## src/rtl/window_gen.sv

```systemverilog
// Sliding K x K window generator: raster pixels in, one window per accepted pixel
// once the bottom-right corner is at least K-1 rows and K-1 columns into the frame.
module window_gen #(
  parameter int DATA_WIDTH  = 8,
  parameter int KERNEL_SIZE = 3,
  parameter int IN_CHANNEL  = 3,
  parameter int IMG_WIDTH   = 8,
  parameter int IMG_HEIGHT  = 8
) (
  input  logic                                                    clk,
  input  logic                                                    rst_n,
  input  logic                                                    pixel_valid,
  input  logic [IN_CHANNEL*DATA_WIDTH-1:0]                        pixel_in,
  output logic                                                    window_valid,
  output logic [IN_CHANNEL*KERNEL_SIZE*KERNEL_SIZE*DATA_WIDTH-1:0] window_out,
  output logic [$clog2(IMG_HEIGHT)-1:0]                           out_row,
  output logic [$clog2(IMG_WIDTH)-1:0]                            out_col,
  output logic                                                    frame_done
);

  localparam int K  = KERNEL_SIZE;
  localparam int PW = IN_CHANNEL * DATA_WIDTH;
  localparam int OW = IN_CHANNEL * K * K * DATA_WIDTH;
  localparam int CW = $clog2(IMG_WIDTH);
  localparam int RW = $clog2(IMG_HEIGHT);

  logic [CW-1:0] col_q, col_d;
  logic [RW-1:0] row_q, row_d;
  logic          col_last, row_last, emit;
  logic          window_valid_q, frame_done_q;
  logic [RW-1:0] out_row_q;
  logic [CW-1:0] out_col_q;
  logic [OW-1:0] window_out_q, window_flat_d;

  // lb_q[0] holds the row just above the current one, lb_q[K-2] the oldest.
  logic [PW-1:0] lb_q  [K-1][IMG_WIDTH];
  logic [PW-1:0] win_q [K][K];
  logic [PW-1:0] win_d [K][K];
  logic [PW-1:0] colv  [K];

  always_comb begin
    col_last = (col_q == CW'(IMG_WIDTH - 1));
    row_last = (row_q == RW'(IMG_HEIGHT - 1));
    col_d    = col_last ? '0 : col_q + 1'b1;
    row_d    = row_q;
    if (col_last) row_d = row_last ? '0 : row_q + 1'b1;
    emit = pixel_valid && (row_q >= RW'(K - 1)) && (col_q >= CW'(K - 1));

    colv[K-1] = pixel_in;
    for (int j = 0; j < K - 1; j++) colv[K-2-j] = lb_q[j][col_q];

    for (int r = 0; r < K; r++) begin
      for (int c = 0; c < K - 1; c++) win_d[r][c] = win_q[r][c+1];
      win_d[r][K-1] = colv[r];
    end

    window_flat_d = '0;
    for (int ch = 0; ch < IN_CHANNEL; ch++)
      for (int r = 0; r < K; r++)
        for (int c = 0; c < K; c++)
          window_flat_d[(ch*K*K + r*K + c)*DATA_WIDTH +: DATA_WIDTH] =
            win_d[r][c][ch*DATA_WIDTH +: DATA_WIDTH];
  end

  // Control and output registers: cleared by reset, stepped only on accepted pixels.
  always_ff @(posedge clk) begin
    if (!rst_n) begin
      col_q          <= '0;
      row_q          <= '0;
      window_valid_q <= 1'b0;
      frame_done_q   <= 1'b0;
      out_row_q      <= '0;
      out_col_q      <= '0;
      window_out_q   <= '0;
    end else begin
      window_valid_q <= emit;
      frame_done_q   <= emit && row_last && col_last;
      if (pixel_valid) begin
        col_q <= col_d;
        row_q <= row_d;
      end
      if (emit) begin
        window_out_q <= window_flat_d;
        out_row_q    <= row_q;
        out_col_q    <= col_q;
      end
    end
  end

  // Line buffers and shift window carry pixel data only; rows below K-1 and
  // columns below K-1 never reach the output, so no clearing is needed.
  always_ff @(posedge clk) begin
    if (pixel_valid) begin
      win_q <= win_d;
      lb_q[0][col_q] <= pixel_in;
      for (int j = 1; j < K - 1; j++) lb_q[j][col_q] <= lb_q[j-1][col_q];
    end
  end

  assign window_valid = window_valid_q;
  assign frame_done   = frame_done_q;
  assign out_row      = out_row_q;
  assign out_col      = out_col_q;
  assign window_out   = window_out_q;

endmodule

```

## config.mk

```make
export PLATFORM = sky130hd
export DESIGN_NAME = window_gen
export DESIGN_NICKNAME = d
export VERILOG_FILES = /design/src/rtl/window_gen.sv
export SDC_FILE = /design/constraint.sdc
export NUM_CORES = 1
export LEC_CHECK = 0
export ABC_AREA = 1
export CORE_ASPECT_RATIO = 1.2
export CORE_MARGIN = 2
export CORE_UTILIZATION = 45
export CTS_CLUSTER_DIAMETER = 40
export DETAILED_ROUTE_END_ITERATION = 10
export HOLD_SLACK_MARGIN = 0.08
export SYNTH_ARGS = -nofsm -noshare
export SYNTH_HDL_FRONTEND = slang
export SYNTH_SLANG_ARGS = --single-unit
```

## constraint.sdc

```tcl
create_clock -name clk -period 5.9 [get_ports clk]
set_input_delay 1.18 -clock clk [delete_from_list [all_inputs] [get_ports clk]]
set_output_delay 1.18 -clock clk [all_outputs]
set_load 0.005 [all_outputs]
```

==> results of run 1 <==
-- per-stage QoR --
stage,instances,hold WS [ns]
after floorplan,2813,0.427
after global placement,3770,0.430
after detailed placement,3770,0.434
after CTS,3950,0.446
after global routing,3950,0.452
final,3950,0.444
-- flip-flops by register name, summed over array words and instances (netlist names) --
register / flops
col_q: 3
window_out: 216
row_q: 3
win_d: 144
window_valid: 1
lb_q: 384
frame_done: 1
out_col: 3
out_row: 3
-- report_power, final --
group / internal [uW] / switching [uW] / leakage, uW
registers: 5950 / 77.0 / 0.00677
clock network: 3760 / 2350 / 0.00164
logic: 130 / 476 / 0.00645
total: 9840 / 2900 / 0.0149
-- worst max-delay path: stages (launching register included) --
cell and delay, ns:
sky130_fd_sc_hd__dfxtp_4 0.52, sky130_fd_sc_hd__inv_6 0.69, sky130_fd_sc_hd__nand2_1 0.45, sky130_fd_sc_hd__nor2_4 0.96, sky130_fd_sc_hd__buf_4 0.44
-- worst max path at each step --
stage	startpoint	to	slack, ns	cells past startpoint
2_1_floorplan	pixel_valid	lb_q[0][100]	2.13	2
3_3_place_gp	pixel_valid	lb_q[0][254]	2.14	4
3_5_place_dp	pixel_valid	lb_q[0][254]	2.08	4
4_1_cts	col_q[0]	lb_q[0][133]	2.39	4
5_1_grt	col_q[0]	lb_q[0][133]	2.25	4
6_report	col_q[0]	lb_q[0][135]	2.46	4
-- synthesized netlist by cell type --
cell / count
sky130_fd_sc_hd__a211oi_1: 1
sky130_fd_sc_hd__a21oi_1: 11
sky130_fd_sc_hd__buf_1: 5
sky130_fd_sc_hd__buf_2: 97
sky130_fd_sc_hd__buf_4: 8
sky130_fd_sc_hd__clkbuf_1: 32
sky130_fd_sc_hd__clkinv_1: 2
sky130_fd_sc_hd__dfxtp_1: 230
sky130_fd_sc_hd__edfxtp_1: 528
sky130_fd_sc_hd__ha_1: 4
sky130_fd_sc_hd__inv_1: 285
sky130_fd_sc_hd__inv_2: 15
sky130_fd_sc_hd__nand2_1: 819
sky130_fd_sc_hd__nand3_1: 147
sky130_fd_sc_hd__nor2_1: 448
sky130_fd_sc_hd__nor2_2: 2
sky130_fd_sc_hd__nor2_4: 1
sky130_fd_sc_hd__nor3_1: 1
sky130_fd_sc_hd__nor4_2: 1
sky130_fd_sc_hd__o21ai_0: 43
sky130_fd_sc_hd__o21ai_1: 132
sky130_fd_sc_hd__or2_2: 1
-- cell families after synthesis --
family                   share of synthesized area (%)
buffers and inverters                             6.31
AND/OR/NAND/NOR                                   19.2
adder cells (fa/ha/maj)                          0.174
flip-flops                                        71.0
AO/OA/AOI/OAI                                     3.26
-- layer usage --
layer	share of wire, %	vias up
met4	2.3	0
met3	4.4	101
li1	-	9476
met2	49	474
met5	0	-
met1	45	9171
-- cell type report --
class	count	area [um2]	area share (%)
flip-flops and latches	758	20500	57.9
multi-input cells	1611	6590	18.7
inverters	302	1140	3.24
clock buffers	109	2490	7.05
well taps	824	1030	2.92
clock inverters	71	905	2.56
repair buffers	275	2700	7.65
-- cell usage in the layout, fill, tap and decap left out, drive strengths merged, types with 4 or more instances in the layout --
master / n
clkinv: 33
edfxtp: 528
inv: 319
buf: 27
a21oi: 11
o21ai: 175
nor2: 451
clkbuf: 109
bufinv: 15
dfxtp: 230
nand3: 147
clkdlybuf4s50: 248
clkinvlp: 6
nand2: 819
ha: 4
==> metrics.log, run 1 <==
INFO  metric vias_per_cell = 4.87
INFO  metric post-cts-setup-buffers = 0
INFO  metric clock_tree.buffer_depth = 3
INFO  metric rr_startpoint = col_q[0]
INFO  metric critical_path.endpoint_type = flip-flop
INFO  metric worst-setup-path-type = flip-flop to flip-flop
INFO  metric final_antenna_net_count = 0
INFO  metric numPortBuffers = 250
INFO  metric tritoncts = built
INFO  metric overflow = 0
INFO  metric worst_skew_pair.late_latency = 0.65 ns
INFO  metric clock_slew_at_the_register_clock_pins_of_the_worst_setup_and_hold_paths = 0.06 ns
INFO  metric finalWorstSetupSlack = 2.46 ns
INFO  metric fin_area = 35300 um2
INFO  metric detail_route.drc_violations = 0
INFO  metric synth_top_area_cell = sky130_fd_sc_hd__edfxtp_1
INFO  metric wirelength = 67800 um
INFO  metric ys_warn_count = 0
INFO  metric setup-violations-final = 0
INFO  metric yosysUniqueCellTypes = 22
INFO  metric areaGrowthSynthToFinish = 22.7%
INFO  metric rrSetupSlack = 2.46 ns
INFO  metric gr-usage-all-layers = 20.5%
INFO  metric power.static_leakage = 0.0149 uW
INFO  metric gr-max-usage-layer = met2
INFO  metric utilization = 55.8%
INFO  metric hold_path.class = flip-flop to flip-flop
INFO  metric design_power_total = 12700 uW
INFO  metric setup_total_negative_slack = 0 ns
INFO  metric irDropWorstVdd = 218 uV
INFO  metric pre_cts_slack = 2.08 ns
INFO  metric final.fill_count = 5316
INFO  metric met3_usage = 3.04%
INFO  metric core.rowCount = 101
INFO  metric floorplan_die_width = 235 um
INFO  metric synth.top_cells.by_area = sky130_fd_sc_hd__edfxtp_1 55%, sky130_fd_sc_hd__dfxtp_1 16%, sky130_fd_sc_hd__nand2_1 11%, sky130_fd_sc_hd__nor2_1 5.8%, sky130_fd_sc_hd__inv_1 3.7%
INFO  metric final_max_slew_viol_count = 0
INFO  metric dp_hpwl = 38800 um
INFO  metric finClkSkew = 0.0238 ns
INFO  metric floorplan.core_area = 63300 um2
INFO  metric grt_pass1_wl = 107000 um
INFO  metric netlist_instances = 2813
INFO  metric status = completed
INFO  metric start_kind = flip-flop
INFO  metric cp.arrival = 3.76 ns
INFO  metric dieArea = 66100 um2
INFO  metric cts.hold.buffers_added = 0
INFO  metric worstPathRequired = 6.22 ns
INFO  metric mappedNetlistNets = 2844
INFO  metric max_cap_violations = 0
INFO  metric route.detailed.wl_per_inst = 17.2 um
INFO  metric rr_endpoint = lb_q[0][135]
INFO  metric max_clock_freq = 290 MHz
INFO  metric htree_levels = 3
INFO  metric cts_repair_resize_count = 0
INFO  metric tritoncts_buffer_count = 95
INFO  metric number_of_global_route_vias_before_repair = 19100
INFO  metric whs_endpoint = win_d[69]
INFO  metric pwr_density_cell = 361 nW/um2
INFO  metric starting_density_of_the_core = 45.5%
INFO  metric dr_total_vias = 19200
INFO  metric dpl_cell_area = 31900 um2
INFO  metric endpoints_failing_hold = 0
INFO  metric max_slew.worst_pin.slew = 1.29 ns
INFO  metric timing.hold.worst.start = win_d[45]
INFO  metric grt_setup_unrepaired = no
INFO  metric clock_sink_count = 758
INFO  metric fin_nets = 3074
INFO  metric period_needed = 3.44 ns
INFO  metric syn-mean-instance-area = 10.2 um2
INFO  metric antenna-diode-count = 0
INFO  metric clk_root_buffer_cell = sky130_fd_sc_hd__clkbuf_16
INFO  metric postSynthRegisterBits = 758
INFO  metric drtIter0Drc = 1386
INFO  metric post_synth_instance_area = 28800 um2
INFO  metric grt_max_degree = 139
INFO  metric gp_congestion = 0.768
INFO  metric worst-r2r-cell-count = 4
INFO  metric critical_path.max_fanout = 109
INFO  metric met2_usage = 34.3%
INFO  metric drt_pass_1_iters = 7
INFO  metric post-synth-top-area-fraction = 55.0%
INFO  metric worst_max_slew_margin_expressed_relative_to_the_limit = 13.7%
INFO  metric grt_antenna_before_repair = 0
INFO  metric dieHeight = 281 um
INFO  metric gr-usage-met1 = 27.3%
INFO  metric whs_path_depth = 0
INFO  metric ys_seq_area_share = 71.0%
INFO  metric finalCritPeriodShare = 58.4%
INFO  metric post_route_cells_drive_above_1_share = 7.04%
INFO  metric io_pins = 251
Note: power is estimated with default switching activity, not from simulation.
==> run 2: changes to the inputs <==
==> constraint.sdc (replaced) <==
create_clock -name clk -period 3.5 [get_ports clk]
set_input_delay 0.7 -clock clk [delete_from_list [all_inputs] [get_ports clk]]
set_output_delay 0.7 -clock clk [all_outputs]
set_load 0.005 [all_outputs]
==> metrics.log, run 2 (same netlist as run 1, synthesis figures left out) <==
INFO  metric status = completed
INFO  metric rr_endpoint = win_d[117]
INFO  metric route.detailed.wl_per_inst = 17.6 um
INFO  metric rr_startpoint = col_q[1]
INFO  metric overflow = 0
INFO  metric drtIter0Drc = 1224
INFO  metric irDropWorstVdd = 383 uV
INFO  metric areaGrowthSynthToFinish = 22.6%
INFO  metric post-cts-setup-buffers = 0
INFO  metric dp_hpwl = 39900 um
INFO  metric whs_endpoint = win_d[64]
INFO  metric grt_setup_unrepaired = no
INFO  metric ff_latch_area = 20500 um2
INFO  metric dpl_cell_area = 32100 um2
INFO  metric htree_levels = 3
INFO  metric pwr_density_cell = 595 nW/um2
INFO  metric worst-r2r-cell-count = 7
INFO  metric floorplan.core_area = 63300 um2
INFO  metric finalCritPeriodShare = 71.7%
INFO  metric fin_area = 35300 um2
INFO  metric dr_total_vias = 19400
INFO  metric whs_path_depth = 0
INFO  metric setup-violations-final = 0
INFO  metric gp_congestion = 0.757
INFO  metric endpoints_failing_hold = 0
INFO  metric fin_nets = 3085
INFO  metric cpPeakStageDelay = 0.56 ns
INFO  metric number_of_global_route_vias_before_repair = 19500
INFO  metric power.static_leakage = 0.0149 uW
INFO  metric clock_sink_count = 758
INFO  metric mostFrequentLayoutCell = sky130_fd_sc_hd__nand2_1
INFO  metric rrSetupSlack = 0.99 ns
INFO  metric critical_path.slowest_cell = sky130_fd_sc_hd__buf_4
INFO  metric cp.arrival = 2.92 ns
INFO  metric numPortBuffers = 250
INFO  metric worst-setup-path-type = flip-flop to flip-flop
INFO  metric final_antenna_net_count = 0
INFO  metric clk_root_buffer_cell = sky130_fd_sc_hd__clkbuf_16
INFO  metric max_cap_violations = 0
INFO  metric tritoncts = built
INFO  metric final_max_slew_viol_count = 0
INFO  metric max_slew.worst_pin.slew = 0.926 ns
INFO  metric cts.hold.buffers_added = 0
INFO  metric clock_tree.buffer_depth = 3
INFO  metric clock_slew_at_the_register_clock_pins_of_the_worst_setup_and_hold_paths = 0.06 ns
INFO  metric period_needed = 2.51 ns
INFO  metric worstPathRequired = 3.91 ns
INFO  metric cts_repair_resize_count = 0
INFO  metric gr-usage-all-layers = 21.2%
INFO  metric post_route_cells_drive_above_1_share = 7.25%
INFO  metric antenna-diode-count = 0
INFO  metric area_taken_by_multi_input_logic_gates = 6590 um2
INFO  metric core.rowCount = 101
INFO  metric critical_path.cell_chain = buf_4 -> nor2_4 -> buf_4 -> nand3_1 -> nand2_1 -> inv_1 -> nand2_1
INFO  metric grt_antenna_before_repair = 1
INFO  metric tritoncts_buffer_count = 94
INFO  metric drt_pass_1_iters = 6
INFO  metric setup_total_negative_slack = 0 ns
INFO  metric worst_max_slew_margin_expressed_relative_to_the_limit = 38.3%
INFO  metric final.fill_count = 5307
INFO  metric grt_max_degree = 194
INFO  metric max_clock_freq = 398 MHz
INFO  metric layout.cells.most_common_list = 819 x sky130_fd_sc_hd__nand2_1, 528 x sky130_fd_sc_hd__edfxtp_1, 440 x sky130_fd_sc_hd__nor2_1
INFO  metric grt_pass1_wl = 110000 um
INFO  metric vias_per_cell = 4.90
INFO  metric hold_path.class = flip-flop to flip-flop
INFO  metric critical_path.max_fanout = 34
INFO  metric finClkSkew = 0.0155 ns
INFO  metric dieHeight = 281 um
INFO  metric floorplan_die_width = 235 um
INFO  metric timing.hold.worst.start = win_d[40]
INFO  metric reg_with_most_ffs = lb_q
INFO  metric critical_path.endpoint_type = flip-flop
INFO  metric largest_reg_flops = 384
INFO  metric dieArea = 66100 um2
INFO  metric worst_skew_pair.late_latency = 0.64 ns
INFO  metric wirelength = 69800 um
INFO  metric io_pins = 251
INFO  metric start_kind = flip-flop
INFO  metric detail_route.drc_violations = 0
INFO  metric starting_density_of_the_core = 45.5%
[run 2: cell types whose count changed in the layout (fill, tap and decap cells not counted), sizes merged]
cell,previous run,this run
buf,27,39
bufinv,15,10
clkinv,33,29
clkinvlp,6,8
clkbuf,109,110
inv,319,320
[run 2: area by class of cell]
class,instances,share of cell area [%]
multi-input combinational,1611,18.7
timing repair buffer,287,8.12
clock inverter,65,2.12
tap,824,2.92
clock buffer,110,7.00
inverter,302,3.24
sequential,758,57.9
[run 2: metal layers]
metal  part of all wire, %  vias up  track usage [%]
met5                 0.019        -                0
met4                   2.3        2             7.59
met3                   5.5      101             3.72
met2                    49      525             36.0
met1                    43     9257             27.3
li1                      -     9491                -
[run 2: through the flow]
step / hold slack, ns / instances / total power (uW) / util, % / worst slack [ns]
final: 0.449 / 3957 / 21000 / 55.8 / 0.990
after global routing: 0.456 / 3957 / 21700 / 55.8 / 0.842
after CTS: 0.441 / 3957 / 21200 / 55.8 / 0.984
after detailed placement: 0.435 / 3782 / 11400 / 50.7 / 0.955
after global placement: 0.432 / 3782 / 11400 / 50.7 / 1.01
after floorplan: 0.427 / 2813 / 10900 / - / 0.0431
[run 2: worst max path at each step]
stage | startpoint | endpoint | slack (ns) | cells after the start
finish | col_q[1] | win_d[117] | 0.99 | 7
detailed placement | pixel_valid | window_out[184] | 0.96 | 7
global placement | pixel_valid | window_out[184] | 1.01 | 7
CTS | col_q[1] | lb_q[0][381] | 0.98 | 7
global route | col_q[1] | lb_q[0][300] | 0.84 | 7
floorplan | col_q[0] | lb_q[0][120] | 0.04 | 6
[run 2: critical path: cells and delay by family, from the launching register on]
| family | cells | cell delay, ns |
|---|---|---|
| AND/OR/NAND/NOR | 4 | 0.95 |
| flip-flops | 1 | 0.43 |
| buffers and inverters | 3 | 0.88 |
[run 2: where the power goes]
part / total (uW) / switching, uW / leakage [uW] / internal (uW)
Sequential: 10200 / 118 / 0.00677 / 10000
Clock: 9810 / 3900 / 0.00156 / 5910
Combinational: 1050 / 813 / 0.00654 / 232
